**src/rtl/if_fetch_unit.sv**
```systemverilog
// Instruction-fetch stage: owns the PC, drives a combinational-read instruction RAM and
// hands instructions to decode over valid/ready. Optional jump predecode: FETCH_JPREDECODE_EN.
module if_fetch_unit #(
    parameter int unsigned          DataWidth = 32,
    parameter int unsigned          AddrWidth = 32,
    parameter logic [AddrWidth-1:0] ResetPC   = '0
) (
    input  logic                 CLK,
    input  logic                 RST_n,
    output logic [AddrWidth-1:0] Mem_Addr,
    output logic                 Mem_R,
    input  logic [DataWidth-1:0] Mem_R_data,
    input  logic                 Redirect,
    input  logic [AddrWidth-1:0] Redirect_PC,
    input  logic                 ID_ready,
    output logic [DataWidth-1:0] Instr,
    output logic [AddrWidth-1:0] Instr_PC,
    output logic                 Instr_valid,
    output logic                 Instr_jpred,
    output logic [31:0]          Fetch_cnt
);

    typedef enum logic [1:0] {
        S_IDLE,
        S_RUN,
        S_HOLD
    } state_t;

    state_t               state_q, state_d;
    logic [AddrWidth-1:0] pc_q, pc_d;
    logic [AddrWidth-1:0] pc_plus4;
    logic [DataWidth-1:0] instr_q, instr_d;
    logic [AddrWidth-1:0] ipc_q, ipc_d;
    logic                 valid_q, valid_d;
    logic [31:0]          cnt_q, cnt_d;
    logic                 xfer;
`ifdef FETCH_JPREDECODE_EN
    logic                 jpred_q, jpred_d;
    logic                 is_jump;
    logic [AddrWidth-1:0] jump_target;
`endif

    assign pc_plus4 = pc_q + AddrWidth'(4);
    assign xfer     = valid_q && ID_ready;

`ifdef FETCH_JPREDECODE_EN
    assign is_jump     = (Mem_R_data[31:26] == 6'b000010);
    assign jump_target = {pc_plus4[AddrWidth-1:28], Mem_R_data[25:0], 2'b00};
`endif

    always_comb begin
        state_d = state_q;
        pc_d    = pc_q;
        instr_d = instr_q;
        ipc_d   = ipc_q;
        valid_d = valid_q;
        cnt_d   = cnt_q;
`ifdef FETCH_JPREDECODE_EN
        jpred_d = jpred_q;
`endif
        Mem_R   = (state_q == S_RUN);

        // A handshake still counts even when a redirect flushes the register in the same cycle.
        if (xfer) begin
            cnt_d = cnt_q + 32'd1;
        end

        if (Redirect) begin
            pc_d    = Redirect_PC & ~(AddrWidth'(3));
            valid_d = 1'b0;
            state_d = S_RUN;
`ifdef FETCH_JPREDECODE_EN
            jpred_d = 1'b0;
`endif
        end else begin
            case (state_q)
                S_IDLE: begin
                    state_d = S_RUN;
                end
                S_RUN: begin
                    if (!valid_q || ID_ready) begin
                        instr_d = Mem_R_data;
                        ipc_d   = pc_q;
                        valid_d = 1'b1;
                        pc_d    = pc_plus4;
`ifdef FETCH_JPREDECODE_EN
                        jpred_d = 1'b0;
                        if (is_jump) begin
                            pc_d    = jump_target;
                            jpred_d = 1'b1;
                        end
`endif
                    end else begin
                        state_d = S_HOLD;
                    end
                end
                S_HOLD: begin
                    // RAM is not read here, so the accepted slot simply empties.
                    if (ID_ready) begin
                        valid_d = 1'b0;
                        state_d = S_RUN;
                    end
                end
                default: begin
                    state_d = S_IDLE;
                end
            endcase
        end
    end

    always_ff @(posedge CLK or negedge RST_n) begin
        if (!RST_n) begin
            state_q <= S_IDLE;
            pc_q    <= ResetPC;
            instr_q <= '0;
            ipc_q   <= '0;
            valid_q <= 1'b0;
            cnt_q   <= '0;
        end else begin
            state_q <= state_d;
            pc_q    <= pc_d;
            instr_q <= instr_d;
            ipc_q   <= ipc_d;
            valid_q <= valid_d;
            cnt_q   <= cnt_d;
        end
    end

`ifdef FETCH_JPREDECODE_EN
    always_ff @(posedge CLK or negedge RST_n) begin
        if (!RST_n) begin
            jpred_q <= 1'b0;
        end else begin
            jpred_q <= jpred_d;
        end
    end

    assign Instr_jpred = jpred_q;
`else
    assign Instr_jpred = 1'b0;
`endif

    assign Mem_Addr    = pc_q;
    assign Instr       = instr_q;
    assign Instr_PC    = ipc_q;
    assign Instr_valid = valid_q;
    assign Fetch_cnt   = cnt_q;

    // Decode must see a stable instruction while it stalls.
    a_instr_stable: assert property (@(posedge CLK) disable iff (!RST_n)
        (Instr_valid && !ID_ready) |=> $stable(Instr));

endmodule

```
**config.mk**
```make
export PLATFORM = sky130hd
export DESIGN_NAME = if_fetch_unit
export DESIGN_NICKNAME = d
export VERILOG_FILES = /design/src/rtl/if_fetch_unit.sv
export SDC_FILE = /design/constraint.sdc
export NUM_CORES = 1
export LEC_CHECK = 0
export ABC_AREA = 1
export BUFFER_PORTS_ARGS = -buffer_cell sky130_fd_sc_hd__buf_2
export CORE_ASPECT_RATIO = 1.2
export CORE_MARGIN = 2
export CORE_UTILIZATION = 52
export CTS_CLUSTER_DIAMETER = 150
export DETAILED_ROUTE_END_ITERATION = 7
export MAX_ROUTING_LAYER = met4
export PLACE_DENSITY = 0.82
export SYNTH_ARGS = -nofsm -noshare
export SYNTH_HDL_FRONTEND = slang
export SYNTH_SLANG_ARGS = --single-unit
```
**constraint.sdc**
```tcl
create_clock -name CLK -period 1.7 [get_ports CLK]
set_input_delay 0.085 -clock CLK [delete_from_list [all_inputs] [get_ports CLK]]
set_output_delay 0.085 -clock CLK [all_outputs]
set_load 0.01 [all_outputs]
```
==> impl_metrics.toml <==
[hold_path]
min-delay-path-class = "in -> reg"

[finish]
antenna_cells = 0
final_cells = 1264
syn_to_final_growth_pct = 39.6
drive_above_1_share_pct = 25.3
mostFrequentLayoutCells = "298 x nand2_1, 190 x buf_2, 127 x dfrtp_1"
final_nets = 1160
final_common_cell = "nand2_1"

[sta]
setup_tns_ns = 0
setup_viol = 0
fin_ws_ns = 0.0914
period_share_pct = 94.6
worst_pin_slew_ns = 0.532
skew_ns = 0.0109
maxSlewHeadroom_pct = 64.5
hold_violations = 0
period_minus_slack_ns = 1.61
maxSlewViolCount = 0
fmax_mhz = 622

[place]
gp_congestion = 0.964
dpl.hpwl_um = 13100
placedCellCount = 1168
pre_cts_slack_ns = 0.0941
port_buffers = 191

[floorplanning]
die_w_um = 105
ios = 199
dieArea_um2 = 13100
core_um2 = 12000
rows = 44
die_y_um = 125
initial_core_util_pct = 52.7

[global_routing]
grt_pass1_wl_um = 31000
antenna_found_initial = 0
grt_pass1_vias = 6433
grt.total_usage_pct = 30.8
gr-total-overflow = 0
grt_max_degree = 68

[routing]
via_count = 6553
antenna_left = 0
drt-initial-drc-count = 431
firstDrtPassIters = 5
drt-total-wl_um = 19200
viasPerCell = 5.18
wl_per_cell_um = 15.2
drc = 0

[worst_setup_path]
path_cells = "nand2_1 -> nand2_2 -> nor2_4 -> inv_2 -> buf_12 -> nor2_2 -> nand3_1 -> nand3_1"
cp_num_buf_inv = 2
critPathMaxStageDelay_ns = 0.44
cp_max_fo = 32
critPathTopFamily = "simple AND/OR/NAND/NOR gates"
cp.required_ns = 1.99
crit_path_end_kind = "flip-flop"
crit_path_start_kind = "flip-flop"
arrival_ns = 1.90
cpMaxStageDelayCell = "dfrtp_1"
crit_type = "reg -> reg"
cpMostUsedCell = "nand3_1"

[synthesis]
synth_compound_area_share_pct = 5.82
synth_cell_type_count = 30
synth_top_family_by_area = "simple AND/OR/NAND/NOR gates"
synth-adder-area-share_pct = 0.396
synth_top_cells_by_area = "dfrtp_1 50%, nand2_1 18%, nor2_1 5.9%, nand3_1 4.9%, inv_1 3.5%"
synth_area_leader_cell = "dfrtp_1"
syn_inst = 816
yosys.area.top_type_share_pct = 50.3
synth_edf_count = 0
netlist_area_um2 = 6320
synth_area_per_cell_um2 = 7.75
synth_xor_area_share_pct = 3.46
synth_mux_area_share_pct = 0
yosys.area_share.simple_pct = 33.7
yosysSeqAreaShare_pct = 50.3
synth-async-reset-ratio_pct = 100
synthFlopType = "dfrtp_1"
yosys_warnings = 0
synth.ff_latch_count = 127

[clock_tree]
clock_sinks = 127
clockBufferDepth = 2
cts_made_buffers = 17
cts_setup_buffers = 0
cts_max_level = 4
clock_latency_ns = 0.41
root_buffer = "clkbuf_16"
cts.reportedPaths.clkPinSlew_ns = 0.06
cts_tree = "built"

[run_status]
status = "completed"

[pwr]
peakVddDrop_mv = 0.661
power_mw = 9.96
p_leak_nw = 4.52
powerDensity_nw_per_um2 = 1130

[run]
maxCapViolCount = 0
routing by layer:
layer | share of wire (%) | track usage, %
met3 | 6.9 | 6.17
met5 | 0 | -
met1 | 38 | 34.7
met4 | 4.1 | 15.6
met2 | 51 | 52.0
cell usage after synthesis, types with 2 or more instances:
master      n
buf_4      10
a31oi_1     2
nand3_1    62
buf_2       7
nor2_4      3
nor2_1     99
a21oi_1     4
xor2_1     17
inv_2       7
ha_1        2
o21ai_0     6
o21ai_1    19
nor2_2     18
clkbuf_1    8
dfrtp_1   127
and2_1      2
nand4_1    13
o211ai_1    3
a22oi_1    23
xnor2_1     8
inv_1      59
nand3b_1    4
nand2_2     3
nor3_1      7
nand2_1   298
power by group:
part | switching, mW | internal, mW | total (mW)
clock | 1.35 | 2.19 | 3.54
sequential | 0.459 | 3.56 | 4.02
combinational | 1.41 | 0.987 | 2.39
cell families after synthesis:
kind of cell / Yosys count
other: 1
DFF: 127
buffers and inverters: 92
AOI/OAI and AO/OA: 59
adders and majority gates: 2
xor gates and xnor gates: 25
and+or+nand+nor: 510
what timing repair did:
action,in CTS,in global routing
hold endpoints to repair,189,0
hold buffers,64,0
resized for setup,0,4
endpoints found under the setup margin,0,6
worst register-to-register path, delay by kind of cell (launching register included):
kind	cells	cell delay [ns]
buf+inv	2	0.48
simple gates	6	0.58
flops	1	0.44
layout make-up:
class                           count  area [µm²]
Timing Repair Buffer              277        1840
Fill cell                         903        3170
Inverter                           66         248
Tap cell                          161         201
Multi-Input combinational cell    601        2780
Clock buffer                       18         439
Clock inverter                     14         143
Sequential cell                   127        3180
metrics by stage:
| step | util (%) | cell area [µm²] | hold slack [ns] |
|---|---|---|---|
| 6_report | 73.6 | 8830 | 0.0344 |
| 5_1_grt | 73.6 | 8830 | 0.0324 |
| 4_1_cts | 73.4 | 8810 | 0.0223 |
| 3_5_place_dp | 63.2 | 7590 | 0.0479 |
| 3_3_place_gp | 63.2 | 7590 | 0.0500 |
| 2_1_floorplan | - | 6340 | -0.211 |
state kept, by name, summed over array words and instances (netlist names):
name and count:
Mem_Addr 30, Fetch_cnt 32, state_q 2, Instr_PC 30
Instr 32, Instr_valid 1
path summary, 6_finish.rpt:
path / startpoint / endpoint / slack (ns) / cells past startpoint
max: Instr_valid / Mem_Addr[27] / 0.09 / 8
min: Redirect_PC[19] / Mem_Addr[19] / 0.03 / 4
max reg2reg: Instr_valid / Mem_Addr[27] / 0.09 / 8
min reg2reg: Instr[23] / Instr[23] / 0.46 / 2
max in group asynchronous: RST_n / Instr[0] / 0.99 / 3
min in group asynchronous: RST_n / Fetch_cnt[26] / 0.17 / 2
Note: power is estimated with default switching activity, not from simulation.
